[src/rtl/hazard_stall_if.sv]
// Hazard unit bundle: ID/EX/MEM pipeline observations in, stall/flush controls and
// debug counters out. The pipeline side drives the master modport.
interface hazard_stall_if #(
  parameter int NB_REG_ADDR = 5,
  parameter int NB_CNT      = 32
);
  logic                   i_valid;
  logic [NB_REG_ADDR-1:0] i_rs;
  logic [NB_REG_ADDR-1:0] i_rt;
  logic                   i_uses_rt;
  logic                   i_branch;
  logic                   i_jump_taken;
  logic [NB_REG_ADDR-1:0] i_rd_ex;
  logic                   i_we_ex;
  logic                   i_memread_ex;
  logic [NB_REG_ADDR-1:0] i_rd_mem;
  logic                   i_memread_mem;
  logic                   o_stall;
  logic                   o_bubble_idex;
  logic                   o_flush_ifid;
  logic [NB_CNT-1:0]      o_stall_cycles;
  logic [NB_CNT-1:0]      o_flush_count;

  modport master (
    output i_valid, i_rs, i_rt, i_uses_rt, i_branch, i_jump_taken,
           i_rd_ex, i_we_ex, i_memread_ex, i_rd_mem, i_memread_mem,
    input  o_stall, o_bubble_idex, o_flush_ifid, o_stall_cycles, o_flush_count
  );

  modport slave (
    input  i_valid, i_rs, i_rt, i_uses_rt, i_branch, i_jump_taken,
           i_rd_ex, i_we_ex, i_memread_ex, i_rd_mem, i_memread_mem,
    output o_stall, o_bubble_idex, o_flush_ifid, o_stall_cycles, o_flush_count
  );
endinterface

[src/rtl/hazard_stall_unit.sv]
// ID-stage hazard detector: stalls PC/IF-ID and bubbles ID/EX for hazards the
// forwarding network cannot cover, flushes IF/ID on taken jumps, and keeps
// saturating debug counters of stalls and flushes.
//
//  state | meaning
//  ------+-----------------------------------------------------------------
//  IDLE  | normal issue; stall only if the current ID instruction needs one
//  EXTRA | second stall cycle of a branch waiting on an EX-stage load
module hazard_stall_unit #(
  parameter int NB_REG_ADDR = 5,
  parameter int NB_CNT      = 32
) (
  input logic           i_clock,
  input logic           i_reset,
  hazard_stall_if.slave bus
);

  typedef enum logic {IDLE = 1'b0, EXTRA = 1'b1} state_t;

  state_t      state_q, state_d;
  logic        match_ex, match_mem;
  logic [1:0]  n_req;
  logic        stall, flush;
  logic [NB_CNT-1:0] stall_cnt_q, flush_cnt_q;

  localparam logic [NB_CNT-1:0] CNT_ONE = {{(NB_CNT-1){1'b0}}, 1'b1};

  // Source/destination matches; register 0 is never a hazard.
  always_comb begin
    match_ex  = ((bus.i_rs == bus.i_rd_ex) | (bus.i_uses_rt & (bus.i_rt == bus.i_rd_ex)))
                & (bus.i_rd_ex != '0);
    match_mem = ((bus.i_rs == bus.i_rd_mem) | (bus.i_uses_rt & (bus.i_rt == bus.i_rd_mem)))
                & (bus.i_rd_mem != '0);
  end

  // Number of stall cycles required by the ID instruction, first matching rule wins.
  always_comb begin
    n_req = 2'd0;
    if (bus.i_branch & match_ex & bus.i_we_ex & bus.i_memread_ex)
      n_req = 2'd2;
    else if (bus.i_branch & match_ex & bus.i_we_ex & ~bus.i_memread_ex)
      n_req = 2'd1;
    else if (~bus.i_branch & match_ex & bus.i_we_ex & bus.i_memread_ex)
      n_req = 2'd1;
    else if (bus.i_branch & match_mem & bus.i_memread_mem)
      n_req = 2'd1;
  end

  // Next state and same-cycle stall/flush decisions.
  always_comb begin
    state_d = state_q;
    stall   = 1'b0;
    flush   = 1'b0;
    case (state_q)
      IDLE: begin
        stall = (n_req != 2'd0);
        // A jump behind a pending hazard is unresolved, so it is not flushed yet.
        flush = (n_req == 2'd0) & bus.i_jump_taken;
        if (n_req == 2'd2) state_d = EXTRA;
      end
      EXTRA: begin
        stall   = 1'b1;
        state_d = IDLE;
      end
      default: state_d = IDLE;
    endcase
  end

  // State register; frozen while the pipeline is not advancing.
  always_ff @(posedge i_clock) begin
    if (i_reset)           state_q <= IDLE;
    else if (bus.i_valid)  state_q <= state_d;
  end

  // Saturating debug counters, counted only on advancing cycles.
  always_ff @(posedge i_clock) begin
    if (i_reset) begin
      stall_cnt_q <= '0;
      flush_cnt_q <= '0;
    end else if (bus.i_valid) begin
      if (stall & ~&stall_cnt_q) stall_cnt_q <= stall_cnt_q + CNT_ONE;
      if (flush & ~&flush_cnt_q) flush_cnt_q <= flush_cnt_q + CNT_ONE;
    end
  end

  assign bus.o_stall        = stall;
  assign bus.o_bubble_idex  = stall;
  assign bus.o_flush_ifid   = flush;
  assign bus.o_stall_cycles = stall_cnt_q;
  assign bus.o_flush_count  = flush_cnt_q;

endmodule

[src/flat_wrapper.sv]
// flat-port wrapper written by rule: the top's interface ports become plain ports
module hazard_stall_unit_flat 
#(
  parameter int NB_REG_ADDR = 5,
  parameter int NB_CNT      = 32
)
  (i_clock, i_reset, bus_i_valid, bus_i_rs, bus_i_rt, bus_i_uses_rt, bus_i_branch, bus_i_jump_taken, bus_i_rd_ex, bus_i_we_ex, bus_i_memread_ex, bus_i_rd_mem, bus_i_memread_mem, bus_o_stall, bus_o_bubble_idex, bus_o_flush_ifid, bus_o_stall_cycles, bus_o_flush_count);
  hazard_stall_if #(.NB_REG_ADDR(NB_REG_ADDR), .NB_CNT(NB_CNT)) bus_i ();
  input logic i_clock;
  input logic i_reset;
  input wire logic [$bits(bus_i.i_valid)-1:0] bus_i_valid;
  input wire logic [$bits(bus_i.i_rs)-1:0] bus_i_rs;
  input wire logic [$bits(bus_i.i_rt)-1:0] bus_i_rt;
  input wire logic [$bits(bus_i.i_uses_rt)-1:0] bus_i_uses_rt;
  input wire logic [$bits(bus_i.i_branch)-1:0] bus_i_branch;
  input wire logic [$bits(bus_i.i_jump_taken)-1:0] bus_i_jump_taken;
  input wire logic [$bits(bus_i.i_rd_ex)-1:0] bus_i_rd_ex;
  input wire logic [$bits(bus_i.i_we_ex)-1:0] bus_i_we_ex;
  input wire logic [$bits(bus_i.i_memread_ex)-1:0] bus_i_memread_ex;
  input wire logic [$bits(bus_i.i_rd_mem)-1:0] bus_i_rd_mem;
  input wire logic [$bits(bus_i.i_memread_mem)-1:0] bus_i_memread_mem;
  output wire logic [$bits(bus_i.o_stall)-1:0] bus_o_stall;
  output wire logic [$bits(bus_i.o_bubble_idex)-1:0] bus_o_bubble_idex;
  output wire logic [$bits(bus_i.o_flush_ifid)-1:0] bus_o_flush_ifid;
  output wire logic [$bits(bus_i.o_stall_cycles)-1:0] bus_o_stall_cycles;
  output wire logic [$bits(bus_i.o_flush_count)-1:0] bus_o_flush_count;
  assign bus_i.i_valid = bus_i_valid;
  assign bus_i.i_rs = bus_i_rs;
  assign bus_i.i_rt = bus_i_rt;
  assign bus_i.i_uses_rt = bus_i_uses_rt;
  assign bus_i.i_branch = bus_i_branch;
  assign bus_i.i_jump_taken = bus_i_jump_taken;
  assign bus_i.i_rd_ex = bus_i_rd_ex;
  assign bus_i.i_we_ex = bus_i_we_ex;
  assign bus_i.i_memread_ex = bus_i_memread_ex;
  assign bus_i.i_rd_mem = bus_i_rd_mem;
  assign bus_i.i_memread_mem = bus_i_memread_mem;
  assign bus_o_stall = bus_i.o_stall;
  assign bus_o_bubble_idex = bus_i.o_bubble_idex;
  assign bus_o_flush_ifid = bus_i.o_flush_ifid;
  assign bus_o_stall_cycles = bus_i.o_stall_cycles;
  assign bus_o_flush_count = bus_i.o_flush_count;
  hazard_stall_unit #(.NB_REG_ADDR(NB_REG_ADDR), .NB_CNT(NB_CNT)) u_core (.i_clock(i_clock), .i_reset(i_reset), .bus(bus_i));
endmodule
[config.mk]
export PLATFORM = sky130hd
export DESIGN_NAME = hazard_stall_unit_flat
export DESIGN_NICKNAME = d
export VERILOG_FILES = /design/src/rtl/hazard_stall_if.sv /design/src/rtl/hazard_stall_unit.sv /design/src/flat_wrapper.sv
export SDC_FILE = /design/constraint.sdc
export NUM_CORES = 1
export LEC_CHECK = 0
export BUFFER_PORTS_ARGS = -buffer_cell sky130_fd_sc_hd__buf_2
export CAP_MARGIN = 20
export CORE_UTILIZATION = 30
export CTS_CLUSTER_SIZE = 30
export DETAILED_ROUTE_END_ITERATION = 8
export PLACE_DENSITY = 0.57
export SLEW_MARGIN = 20
export SYNTH_ARGS = -nofsm -noshare
export SYNTH_HDL_FRONTEND = slang
export SYNTH_SLANG_ARGS = --single-unit
[constraint.sdc]
create_clock -name i_clock -period 3.3 [get_ports i_clock]
set_input_delay 0.165 -clock i_clock [delete_from_list [all_inputs] [get_ports i_clock]]
set_output_delay 0.165 -clock i_clock [all_outputs]
set_load 0.02 [all_outputs]
==> out/results.tsv <==
stage	metric	value	unit
worst_setup_path	worst-setup-path-type	flop to flop	
placed_design	place_congestion	0.907	
pwr	finalPower	1.83	mW
worst_setup_path	ff2ff_path_depth	8	
route	first_drt_pass_iteration_count	6	
synthesis	synth.net_count	491	
worst_setup_path	worst_setup_path_end_kind	flop	
floorplanning	die_w	112	µm
worst_setup_path	path_cells	and4_1, and2_1, nand2_1, buf_4, o41ai_2, or3_4, nor4_1, mux2_2	
timing	post-route-min-period	2.62	ns
pwr	power.density	405	nW/µm²
synthesis	synth_area_leader_cell	sky130_fd_sc_hd__dfxtp_1	
clocking	tritoncts.num_buffers	9	
clocking	clk-insertion-delay-late	0.33	ns
floorplanning	core_region_area	11600	µm²
clocking	root_cell_of_the_clock_tree	sky130_fd_sc_hd__clkbuf_16	
global_routing	grt_util_met1	0.190	
clocking	path_clk_slew	0.05	ns
placed_design	place.port_buffers	95	
timing	slew_headroom	0.460	
route	drt_wl_total	9730	µm
synthesis	synth.top_cell.area_share	0.358	
synthesis	synth_simple_gate_area_frac	0.334	
route	via_count	3561	
worst_setup_path	cp_slowest_stage_delay	0.46	ns
route	drcViolationCount	8	
placed_design	detailed_place_hpwl	6970	µm
timing	final-max-slew-violation-count	0	
synthesis	mux_contribution_to_synthesized_area	0.0306	
timing	setup_slack	0.683	ns
global_routing	global_route.usage.met3	0.0470	
global_routing	grtUsageMet2	0.266	
synthesis	most_common_library_cells_after_synthesis	66 x sky130_fd_sc_hd__nor2_1, 65 x sky130_fd_sc_hd__dfxtp_1, 45 x sky130_fd_sc_hd__nand3_1	
global_routing	grt_pass1_wl	16000	µm
floorplanning	fp_rows	39	
synthesis	synth_most_common_cell	sky130_fd_sc_hd__nor2_1	
route	drt_first_iter_violations	243	
pwr	p_leak	1.76	nW
clocking	cts_setup_buffers	0	
global_routing	via_count_of_the_first_global_routing_pass	3305	
clocking	postCtsHoldBufs	0	
synthesis	synth_cell_types	43	
timing	timing.hold.ws	0.250	ns
cells_and_area	final_area	4530	µm²
synthesis	synth-seq-cells	65	
synthesis	synthXorXnorAreaFrac	0.123	
synthesis	dominant_combinational_cell_family_by_area_after_synthesis	simple AND/OR/NAND/NOR gates	
timing	clock_skew	0.00497	ns
clocking	h-tree-depth	3	
global_routing	top_usage_layer	met2	
flow_run	cap_violations	0	
cells_and_area	finish.utilization	0.390	
cells_and_area	diodes	0	
timing	max_freq	382	MHz
placed_design	placed_cells_incl_taps	679	
worst_setup_path	timing.critical_path.required	3.52	ns
cells_and_area	num-nets-final	578	
synthesis	synth_compound_area_frac	0.0963	
synthesis	synth_area_per_cell	7.91	µm²
global_routing	pin_count_of_the_biggest_net_entering_global_routing	48	
clocking	clkSinkCount	65	
worst_setup_path	worstPathMaxFanout	40	
worst_setup_path	slowest_stage	sky130_fd_sc_hd__o41ai_2	
synthesis	post_synth_instance_area	3640	µm²
placed_design	dpl_worst_slack	0.495	ns
worst_setup_path	crit-reg2reg-launch	u_core.bus.o_flush_count[2]$_SDFFE_PP0P_	
placed_design	placed_cell_area	4240	µm²
cells_and_area	syn_to_final_growth	24.4	%
outcome	failing_checks	design-rule violations	
clocking	postCtsResizedCells	0	
cells_and_area	post_route_cells_drive_above_1_share	0.245	
timing	worst-slew-pin-transition	0.804	ns
route	routedWlPerCell	14.0	µm
cells_and_area	layoutNonFillerInstCount	693	
synthesis	synthAdderAreaFrac	0.00688	
clocking	tritoncts	built	
worst_hold_path	hold_ep	u_core.state_q$_SDFFE_PP0P_	
pwr	worst_ir_drop_vdd	0.211	mV
synthesis	ys_seq_area_frac	0.358	
synthesis	post_synth_edffs	0	
worst_hold_path	cell_count_of_the_worst_hold_path	5	
clocking	cts_max_path_buffers	2	
synthesis	most_used_flip_flop_cell_after_synthesis	sky130_fd_sc_hd__dfxtp_1	
worst_setup_path	worst_ep_arrival_time	2.84	ns
worst_setup_path	worstReg2RegEnd	u_core.bus.o_flush_count[17]$_SDFFE_PP0P_	
timing	setup_tns	0	ns
synthesis	synth_cells	460	
timing	final_min_period_over_clock_period	0.793	
worst_setup_path	setup.reg_to_reg.worst_slack	0.68	ns
synthesis	number_of_warnings_printed_during_yosys_synthesis	0	
worst_hold_path	min_from	bus_i_memread_ex	
worst_hold_path	timing.hold.worst.class	input pin to flop	
route	detail-route-antenna-nets	0	
global_routing	antenna_found_initial	0	
timing	hold_viol	0	
synthesis	synth_async_sr_flop_share	0	
global_routing	grt.overflow.total	0	
floorplanning	die_area	12600	µm²
floorplanning	die_height	112	µm
global_routing	globalRouteTotalUtil	0.157	
floorplanning	io_pins	96	
floorplanning	starting_density	0.313	
synthesis	post_synth_main_area_contributors	sky130_fd_sc_hd__dfxtp_1 36%, sky130_fd_sc_hd__xor2_1 9.2%, sky130_fd_sc_hd__nor2_1 6.8%	
worst_setup_path	setup.worst_path.start_class	flop	
outcome	outcome	complete, but fails checks	
timing	setup_viol_count_final	0	
timing	grt_setup_unrepaired	false	
route	vias_per_cell	5.14	
[routing by layer]
| metal | part of all wire | wire, µm |
|---|---|---|
| met1 | 0.45 | 4420 |
| met2 | 0.48 | 4640 |
| met3 | 0.051 | 495 |
| met4 | 0.017 | 165 |
| met5 | 0 | 0 |
[logic make-up (layout without fill, tap and decap cells)]
family,Yosys count,count (layout)
multiplexers,10,10
XOR/XNOR,51,51
adder cells (fa/ha/maj),2,2
AND/OR/NAND/NOR,235,235
flip-flops,65,65
buffers and inverters,45,135
AO/OA/AOI/OAI,52,52
[layout make-up]
| class | instances | area (µm²) |
|---|---|---|
| clock buffers | 10 | 239 |
| clock inverters | 4 | 45.0 |
| fillers | 1215 | 7090 |
| inverters | 17 | 63.8 |
| multi-input cells | 350 | 2150 |
| flip-flops and latches | 65 | 1300 |
| well taps | 143 | 179 |
| repair buffers | 104 | 543 |
[cell usage in the layout (no fill, tap or decap), types with 16 or more instances in the layout]
cell,synthesis,final
sky130_fd_sc_hd__xor2_1,38,38
sky130_fd_sc_hd__inv_1,17,17
sky130_fd_sc_hd__or4_1,16,16
sky130_fd_sc_hd__nor4_1,21,21
sky130_fd_sc_hd__nand2_1,25,25
sky130_fd_sc_hd__nand4_1,16,16
sky130_fd_sc_hd__nor2_1,66,66
sky130_fd_sc_hd__nand3_1,45,45
sky130_fd_sc_hd__a21oi_1,21,21
sky130_fd_sc_hd__dfxtp_1,65,65
sky130_fd_sc_hd__buf_2,5,95
[worst max-delay path by stage]
stage | start | to
after floorplan | u_core.bus.o_stall_cycles[0]$_SDFFE_PP0P_ | u_core.bus.o_stall_cycles[21]$_SDFFE_PP0P_
after global placement | bus_i_rd_ex[0] | u_core.bus.o_flush_count[29]$_SDFFE_PP0P_
after detailed placement | bus_i_rd_ex[0] | u_core.bus.o_flush_count[17]$_SDFFE_PP0P_
after CTS | u_core.bus.o_flush_count[2]$_SDFFE_PP0P_ | u_core.bus.o_flush_count[17]$_SDFFE_PP0P_
after global routing | u_core.bus.o_flush_count[2]$_SDFFE_PP0P_ | u_core.bus.o_flush_count[24]$_SDFFE_PP0P_
final | u_core.bus.o_flush_count[2]$_SDFFE_PP0P_ | u_core.bus.o_flush_count[17]$_SDFFE_PP0P_
[worst max-delay path, delay by kind of cell (launching register included)]
family,cells,cell delay [ns]
AOI/OAI and AO/OA,1,0.46
muxes,1,0.30
buffers and inverters,1,0.18
DFF,1,0.41
and+or+nand+nor,5,1.14
[registers in the layout (all words and copies together), names as in the netlist]
signal,cells
u_core.bus.o_stall_cycles,32
u_core.state_q,1
u_core.bus.o_flush_count,32
[where the power goes]
group	leakage (nW)	internal (mW)	switching, mW	total [mW]
combinational	1.09	0.0398	0.0738	0.114
clock	0.144	0.592	0.338	0.930
sequential	0.523	0.787	0.00256	0.790
Note: power is estimated with default switching activity, not from simulation.
